File: config.mk
export PLATFORM = sky130hd
export DESIGN_NAME = dds_phase_gen
export DESIGN_NICKNAME = d
export VERILOG_FILES = /design/src/rtl/dds_phase_gen_pkg.sv /design/src/rtl/dds_phase_gen_phase_acc.sv /design/src/rtl/dds_phase_gen.sv
export SDC_FILE = /design/constraint.sdc
export NUM_CORES = 1
export LEC_CHECK = 0
export CAP_MARGIN = 10
export CELL_PAD_IN_SITES_DETAIL_PLACEMENT = 1
export CELL_PAD_IN_SITES_GLOBAL_PLACEMENT = 2
export CORE_AREA = 8 8 145 147
export CTS_BUF_LIST = sky130_fd_sc_hd__clkbuf_8
export CTS_CLUSTER_DIAMETER = 80
export CTS_CLUSTER_SIZE = 8
export DETAILED_ROUTE_END_ITERATION = 6
export DIE_AREA = 0 0 153 155
export PLACE_DENSITY = 0.8
export SYNTH_ARGS = -nofsm -noshare
export SYNTH_HDL_FRONTEND = slang
export SYNTH_SLANG_ARGS = --single-unit
File: constraint.sdc
create_clock -name clk -period 3.4 [get_ports clk]
set_input_delay 1.02 -clock clk [delete_from_list [all_inputs] [get_ports clk]]
set_output_delay 1.02 -clock clk [all_outputs]
set_load 0.005 [all_outputs]
File: src/rtl/dds_phase_gen_pkg.sv
// rtl/dds_phase_gen_pkg.sv - shared widths, sample-rate constants and accumulator op decode for the DDS phase generator
package dds_phase_gen_pkg;

    localparam int PLAYER_NUM_DEF  = 3;
    localparam int THETA_WIDTH_DEF = 8;
    localparam int ACC_WIDTH_DEF   = 24;
    localparam int FCW_WIDTH_DEF   = 16;

    // The DDS lookup is built against the same clock and sample rate, so the divider stays in step with it.
    localparam int CLK_HZ      = 50_000_000;
    localparam int SAMPLE_HZ   = 20_000;
    localparam int CLK_DIV_DEF = CLK_HZ / SAMPLE_HZ;

    typedef enum logic [1:0] {
        ACC_HOLD  = 2'd0,
        ACC_CLEAR = 2'd1,
        ACC_STEP  = 2'd2
    } acc_op_e;

    // Retrig beats everything; a silent voice parks at phase 0 on each tick.
    function automatic acc_op_e acc_op(input logic tick, input logic gate, input logic retrig);
        if (retrig)
            return ACC_CLEAR;
        else if (!tick)
            return ACC_HOLD;
        else if (!gate)
            return ACC_CLEAR;
        else
            return ACC_STEP;
    endfunction

endpackage

File: src/rtl/dds_phase_gen_phase_acc.sv
// rtl/dds_phase_gen_phase_acc.sv - one voice's phase accumulator with retrig/gate control
module dds_phase_gen_phase_acc
    import dds_phase_gen_pkg::*;
#(
    parameter int ACC_WIDTH   = ACC_WIDTH_DEF,
    parameter int FCW_WIDTH   = FCW_WIDTH_DEF,
    parameter int THETA_WIDTH = THETA_WIDTH_DEF
) (
    input  logic                   clk,
    input  logic                   rst_n,
    input  logic                   tick,
    input  logic [FCW_WIDTH-1:0]   fcw,
    input  logic                   gate,
    input  logic                   retrig,
    output logic [THETA_WIDTH-1:0] theta
);

    logic [ACC_WIDTH-1:0] acc;

    // Carry out of the top bit is dropped so the phase wraps naturally.
    always_ff @(posedge clk) begin
        if (!rst_n) begin
            acc <= '0;
        end else begin
            case (acc_op(tick, gate, retrig))
                ACC_CLEAR: acc <= '0;
                ACC_STEP:  acc <= acc + ACC_WIDTH'(fcw);
                default:   acc <= acc;
            endcase
        end
    end

    assign theta = acc[ACC_WIDTH-1 -: THETA_WIDTH];

endmodule

File: src/rtl/dds_phase_gen.sv
// rtl/dds_phase_gen.sv - sample-rate divider and per-player phase accumulators feeding the DDS lookup
module dds_phase_gen
    import dds_phase_gen_pkg::*;
#(
    parameter int PLAYER_NUM  = PLAYER_NUM_DEF,
    parameter int THETA_WIDTH = THETA_WIDTH_DEF,
    parameter int ACC_WIDTH   = ACC_WIDTH_DEF,
    parameter int FCW_WIDTH   = FCW_WIDTH_DEF,
    parameter int CLK_DIV     = CLK_DIV_DEF
) (
    input  logic                              clk,
    input  logic                              rst_n,
    input  logic [FCW_WIDTH*PLAYER_NUM-1:0]   fcw,
    input  logic [PLAYER_NUM-1:0]             gate,
    input  logic [PLAYER_NUM-1:0]             retrig,
    output logic [THETA_WIDTH*PLAYER_NUM-1:0] theta,
    output logic                              theta_valid,
    output logic [PLAYER_NUM-1:0]             active
);

    localparam int CNT_W = $clog2(CLK_DIV);

    logic [CNT_W-1:0] div_cnt;
    logic             tick;

    assign tick = (div_cnt == CNT_W'(CLK_DIV - 1));

    always_ff @(posedge clk) begin
        if (!rst_n) begin
            div_cnt     <= '0;
            theta_valid <= 1'b0;
            active      <= '0;
        end else begin
            div_cnt     <= tick ? '0 : div_cnt + CNT_W'(1);
            theta_valid <= tick;
            if (tick)
                active <= gate;
        end
    end

    for (genvar i = 0; i < PLAYER_NUM; i++) begin : g_player
        dds_phase_gen_phase_acc #(
            .ACC_WIDTH   (ACC_WIDTH),
            .FCW_WIDTH   (FCW_WIDTH),
            .THETA_WIDTH (THETA_WIDTH)
        ) u_acc (
            .clk    (clk),
            .rst_n  (rst_n),
            .tick   (tick),
            .fcw    (fcw[FCW_WIDTH*i +: FCW_WIDTH]),
            .gate   (gate[i]),
            .retrig (retrig[i]),
            .theta  (theta[THETA_WIDTH*i +: THETA_WIDTH])
        );
    end

endmodule

==> flow_metrics.py, run 1 <==
metrics = {
    "placed_design": {
        "gp_congestion": 0.8432,
        "io_buffers": 83,
        "dp_hpwl_mm": 14.51,
        "dp.cells": 1098,
        "post-place-ws_ns": -0.2429,
    },
    "cts": {
        "clk-insertion-delay-late_ns": 0.37,
        "cts_buffers": 9,
        "clock-sinks": 88,
        "cts.reportedPaths.clkPinSlew_ns": 0.09,
        "root_buffer": "clkbuf_8",
        "htree_levels": 3,
        "clock_path_buffers": 2,
        "cts_tree": "built",
        "hold_buffers": 0,
    },
    "pwr": {
        "total_power_mw": 2.055,
        "p_comb_share_pct": 12.4,
        "switching_share_pct": 26.58,
        "p_int_mw": 1.509,
        "clkPwrFrac_pct": 37.1,
        "vdd_ir_drop_max_mv": 0.1857,
        "power_frac_seq_pct": 50.4,
        "p_switching_uw": 546.1,
        "power_density_nw_per_um2": 268.5,
        "p_leak_nw": 3.181,
    },
    "route": {
        "first_iter_violations": 217,
        "firstDrtPassIters": 4,
        "routed_wl_mm": 18.33,
        "vias": 5975,
        "ant_nets": 0,
        "post-route-drc-count": 0,
        "via_per_inst": 5.368,
        "drt-wirelength-per-cell_um": 16.47,
    },
    "yosys": {
        "postSynthAreaPerCell_um2": 8.055,
        "netlist.area_leader.share_pct": 28.33,
        "async_flop_share_pct": 0,
        "yosys.area.top_type": "dfxtp_1",
        "synth.distinct_cells": 67,
        "ys.warnings.count": 0,
        "synth-seq-cells": 88,
        "synth_edf_count": 0,
        "synth_area_um2": 6218,
        "syn_nets": 883,
        "yosysSeqAreaShare_pct": 28.33,
        "synth.area.top_cells": "dfxtp_1, ha_1, nand2_1, nor2_1, a21oi_1",
        "synthCells": 772,
        "ys.flop_type": "dfxtp_1",
    },
    "timing": {
        "fin_crit_sh_pct": 94.22,
        "fmax_mhz": 312.2,
        "fin_skew_ns": 0.01226,
        "rsz0062_at_grt": "false",
        "finalCriticalPeriod_ns": 3.204,
        "worst_slack_ns": 0.1964,
        "finalHoldViolCount": 0,
        "setup_violations": 0,
        "drv_slew": 0,
        "fin_setup_tns_ns": 0,
        "worst_slew_pin_slew_ns": 0.6949,
        "relSlewSlack_pct": 53.50,
    },
    "finish": {
        "seqCellArea_um2": 1762,
        "num_antenna_cells": 0,
        "drive_above_1_share_pct": 10.29,
        "syn_to_final_growth_pct": 23.04,
        "fillCellCount": 2259,
        "fin_util_pct": 40.37,
        "fin_nets": 982,
        "final_cells": 1113,
        "multi_input_area_um2": 4149,
    },
    "critical_path": {
        "slowest_stage": "clkdlybuf4s50_1",
        "crit_chain": "clkdlybuf4s50_1 > ha_1 > fa_1 > a211oi_1 > o21ai_1 > nand3_1 > a21boi_0 > or3_1 > a32o_1",
        "start_kind": "input pin",
        "worst_ep_required_time_ns": 3.67,
        "crit_path_end_kind": "register",
        "critical_path_class": "input pin to register",
        "worstPathArrival_ns": 3.47,
        "critPathMaxFanout": 3,
        "critPathMaxStageDelay_ns": 0.44,
        "rr_worst_depth": 13,
    },
    "floorplan": {
        "num_rows": 51,
        "start_util_pct": 32.81,
        "dieArea_um2": 23720,
        "die_h_um": 155,
        "boundaryPins": 84,
        "die_w_um": 153,
        "core_um2": 18950,
    },
    "global_routing": {
        "grt_max_degree": 21,
        "grt_pass1_vias": 6461,
        "overflow": 0,
        "grt_pass1_wl_mm": 31.00,
        "grt_use_total_pct": 15.56,
        "antenna_found_initial": 0,
    },
    "run": {
        "drv_cap": 0,
    },
    "min_path": {
        "hp-class": "register to register",
        "whs_path_depth": 2,
    },
    "outcome": {
        "outcome": "finished clean",
    },
}
-- timing repair --
| action | in CTS | in global routing |
|---|---|---|
| buffers inserted | 0 | 0 |
| resized for setup | 0 | 3 |
| endpoints found under the setup margin | 0 | 2 |
-- layout by cell type (no fill, tap or decap), types with 9 or more instances in the layout --
master,n
xnor2_1,21
xor2_1,17
mux2i_1,18
clkbuf_8,10
nand4_1,15
a31oi_1,11
and3_1,11
a21o_1,20
a211oi_1,14
nand2_1,83
nand3_1,17
nor3_1,15
dfxtp_1,88
nor3b_1,9
buf_4,48
clkdlybuf4s50_1,83
inv_1,19
a21oi_1,51
nor2_1,84
ha_1,52
a22oi_1,14
o21ai_0,50
-- per-layer routing --
layer	wire (um)	GRT usage [%]	vias up
met5	0	0	-
met4	217	4.336	0
met3	627	2.829	15
met2	8880	27.83	80
met1	8607	18.80	2894
li1	-	-	2986
-- sequential cells by signal, indices dropped and copies added, names as in the netlist --
register            count
g_player.u_acc.acc     72
div_cnt                12
active                  3
theta_valid             1
-- logic make-up (layout without fill, tap and decap cells) --
logic type | Yosys count | after routing | share of synthesized area [%]
adders and majority gates | 55 | 55 | 11.43
DFF | 88 | 88 | 28.33
AOI/OAI and AO/OA | 220 | 220 | 23.90
xor gates and xnor gates | 38 | 38 | 5.352
and+or+nand+nor | 291 | 291 | 22.62
muxes | 20 | 20 | 3.259
buffers and inverters | 60 | 163 | 5.111
-- Yosys cell counts (all sizes together) (17+ instances only) --
master and count:
nand2 84, nand3 17, xor2 17, dfxtp 88, a21oi 54, nor2 85
mux2i 18, ha 52, inv 17, buf 27, o21ai 54, a21o 20
xnor2 21
-- critical path: cells and delay by family --
| kind | cells | cell delay, ns |
|---|---|---|
| AOI/OAI and AO/OA | 4 | 0.87 |
| and+or+nand+nor | 2 | 0.46 |
| adders and majority gates | 2 | 0.67 |
| buffers and inverters | 1 | 0.44 |
-- path summary, 6_finish.rpt --
path,start,to,slack (ns)
max,fcw[0],g_player[0].u_acc.acc[14],0.20
min,g_player[0].u_acc.acc[15],g_player[0].u_acc.acc[15],0.47
max reg2reg,div_cnt[0],g_player[0].u_acc.acc[22],0.47
min reg2reg,g_player[0].u_acc.acc[15],g_player[0].u_acc.acc[15],0.47
-- metrics by stage --
step                hold slack, ns  area, um^2
global route                0.4917        7651
finish                      0.4744        7651
floorplan                   0.4291        6218
detailed placement          0.4551        7453
global placement            0.4420        7453
CTS                         0.4779        7641
-- layout make-up --
type | instances | area share [%]
Multi-Input combinational cell | 624 | 54.23
Clock inverter | 5 | 0.6541
Sequential cell | 88 | 23.03
Tap cell | 238 | 3.892
Inverter | 17 | 0.8340
Clock buffer | 10 | 1.799
Timing Repair Buffer | 131 | 15.57
-- power by group through the flow --
stage | Sequential [mW] | Combinational [mW] | Clock [mW]
after CTS | 1.04 | 0.257 | 0.802
final | 1.04 | 0.255 | 0.763
after global placement | 1.06 | 0.248 | 0
after detailed placement | 1.06 | 0.255 | 0
after floorplan | 1.06 | 0.126 | 0
after global routing | 1.04 | 0.281 | 0.832
No activity file was read; power rests on OpenSTA's default activity.
==> run 2: changes to the inputs <==
--- a/config.mk
+++ b/config.mk
@@ -15,6 +15,7 @@
 export DETAILED_ROUTE_END_ITERATION = 6
 export DIE_AREA = 0 0 153 155
 export PLACE_DENSITY = 0.8
+export SKIP_CTS_REPAIR_TIMING = 1
 export SYNTH_ARGS = -nofsm -noshare
 export SYNTH_HDL_FRONTEND = slang
 export SYNTH_SLANG_ARGS = --single-unit
==> results of run 2 <==
No change in the layout: final DEF, timing and power equal those of run 1.
==> run 3: changes to the inputs <==
--- a/config.mk
+++ b/config.mk
@@ -5,15 +5,15 @@
 export SDC_FILE = /design/constraint.sdc
 export NUM_CORES = 1
 export LEC_CHECK = 0
-export CAP_MARGIN = 10
+export CAP_MARGIN = 20
 export CELL_PAD_IN_SITES_DETAIL_PLACEMENT = 1
 export CELL_PAD_IN_SITES_GLOBAL_PLACEMENT = 2
-export CORE_AREA = 8 8 145 147
+export CORE_AREA = 5 5 142 144
 export CTS_BUF_LIST = sky130_fd_sc_hd__clkbuf_8
 export CTS_CLUSTER_DIAMETER = 80
 export CTS_CLUSTER_SIZE = 8
 export DETAILED_ROUTE_END_ITERATION = 6
-export DIE_AREA = 0 0 153 155
+export DIE_AREA = 0 0 147 149
 export PLACE_DENSITY = 0.8
 export SKIP_CTS_REPAIR_TIMING = 1
 export SYNTH_ARGS = -nofsm -noshare
==> run 3 against run 2 <==
Non-clock buffer count up 3. Die area down 7.6%. Clock skew up 0.0017 ns. Power down 1.1%. Clock-buffer cell count down 1. Global-route usage up 0.91 points. Register-to-register slack worse by 0.05 ns. Flip-flop and latch count unchanged. Setup slack better by 0.019 ns. Clock power down 3.0%. Via count about the same. First-iteration DRC count down 29%. Largest power group unchanged.
==> flow_metrics.py, run 3 (synthesis gave the netlist of run 1 again) <==
metrics = {
    "floorplan": {
        "num_rows": 50,
        "die_w_um": 147,
        "die_h_um": 149,
        "start_util_pct": 33.47,
        "core_um2": 18580,
        "boundaryPins": 84,
        "dieArea_um2": 21900,
    },
    "route": {
        "ant_nets": 0,
        "firstDrtPassIters": 4,
        "drt-wirelength-per-cell_um": 16.26,
        "via_per_inst": 5.371,
        "vias": 5978,
        "routed_wl_mm": 18.10,
        "first_iter_violations": 153,
        "post-route-drc-count": 0,
    },
    "finish": {
        "num_antenna_cells": 0,
        "final_cells": 1113,
        "regMostFlops": "g_player.u_acc.acc",
        "reg.largest.list": "g_player.u_acc.acc (72), div_cnt (12), active (3)",
        "syn_to_final_growth_pct": 23.10,
        "fin_nets": 985,
        "drive_above_1_share_pct": 10.35,
        "final_common_cell": "dfxtp_1",
        "largest_reg_flops": 72,
        "final_cell_mix": "dfxtp_1, nor2_1, nand2_1, clkdlybuf4s50_1, ha_1",
    },
    "global_routing": {
        "grt_use_total_pct": 16.47,
        "antenna_found_initial": 0,
        "overflow": 0,
        "grt_max_degree": 21,
        "grt_pass1_wl_mm": 30.47,
        "grt_pass1_vias": 6357,
    },
    "placed_design": {
        "gp_congestion": 0.8516,
        "dp_hpwl_mm": 14.13,
        "dp.cells": 1097,
        "io_buffers": 83,
    },
    "cts": {
        "clock_path_buffers": 2,
        "root_buffer": "clkbuf_8",
        "clk-insertion-delay-late_ns": 0.37,
        "cts.reportedPaths.clkPinSlew_ns": 0.09,
        "cts_buffers": 9,
        "cts_tree": "built",
        "htree_levels": 3,
        "clock-sinks": 88,
    },
    "run": {
        "drv_cap": 0,
    },
    "critical_path": {
        "critPathMaxFanout": 6,
        "r2r-start": "div_cnt[0]",
        "start_kind": "input pin",
        "crit_path_end_kind": "register",
        "critical_path_class": "input pin to register",
        "startpoint": "fcw[16]",
        "worstPathArrival_ns": 3.49,
        "worst_ep_required_time_ns": 3.71,
    },
    "timing": {
        "finalCriticalPeriod_ns": 3.185,
        "worst_slew_pin_slew_ns": 0.7053,
        "fin_crit_sh_pct": 93.67,
        "drv_slew": 0,
        "fin_skew_ns": 0.01393,
        "setup_violations": 0,
        "rsz0062_at_grt": "false",
        "relSlewSlack_pct": 52.93,
        "fmax_mhz": 314.0,
        "finalHoldViolCount": 0,
        "holdWs_ns": 0.4738,
    },
    "pwr": {
        "vdd_ir_drop_max_mv": 0.1606,
        "power_density_nw_per_um2": 265.4,
        "p_leak_nw": 3.189,
        "total_power_mw": 2.031,
    },
    "min_path": {
        "hp-class": "register to register",
        "min_from": "g_player[1].u_acc.acc[12]",
    },
    "outcome": {
        "outcome": "finished clean",
    },
}
-- run 3: cell types whose count changed in the layout (fill, tap and decap cells not counted), sizes merged --
cell | before | now
clkbuf | 10 | 9
buf | 48 | 51
inv | 19 | 21
-- run 3: final cells by class --
class / count / area (um^2)
sequential: 88 / 1762
fill: 2244 / 10930
multi-input combinational: 624 / 4141
tap: 234 / 292.8
inverter: 17 / 63.81
clock inverter: 7 / 57.56
clock buffer: 9 / 123.9
timing repair buffer: 134 / 1214
-- run 3: power breakdown --
part,internal [mW],switching (mW)
clock network,0.329,0.411
registers,1.03,0.00359
logic,0.125,0.129
-- run 3: worst paths after layout --
path / slack, ns / depth (start not counted) / end
max: 0.22 / 10 / g_player[1].u_acc.acc[18]
max reg2reg: 0.42 / 12 / g_player[2].u_acc.acc[23]
min reg2reg: 0.47 / 2 / g_player[1].u_acc.acc[12]
min: 0.47 / 2 / g_player[1].u_acc.acc[12]
-- run 3: through the flow --
| stage | worst slack [ns] | TNS (ns) | util, % | area [um^2] |
|---|---|---|---|---|
| after floorplan | 0.4226 | 0 | - | 6218 |
| after global placement | -0.09802 | -0.6243 | 40.21 | 7471 |
| after detailed placement | -0.1860 | -1.562 | 40.21 | 7471 |
| after CTS | 0.2351 | 0 | 41.19 | 7652 |
| after global routing | 0.05221 | 0 | 41.20 | 7655 |
| final | 0.2151 | 0 | 41.20 | 7655 |
-- run 3: critical path, stage by stage --
cell	delay, ns
clkdlybuf4s50_1	0.46
ha_1	0.25
fa_1	0.40
a211oi_2	0.22
o21ai_1	0.14
a2111oi_2	0.37
buf_4	0.18
o31a_1	0.21
o21ai_0	0.12
a21oi_1	0.13
-- run 3: routing by layer --
layer  track usage (%)  share of wire, %  vias up
li1                  -                 -     3006
met5                 0                 0        -
met4             5.266               1.6        0
met2             28.00                47       79
met1             21.35                48     2874
met3             2.796               3.0       19
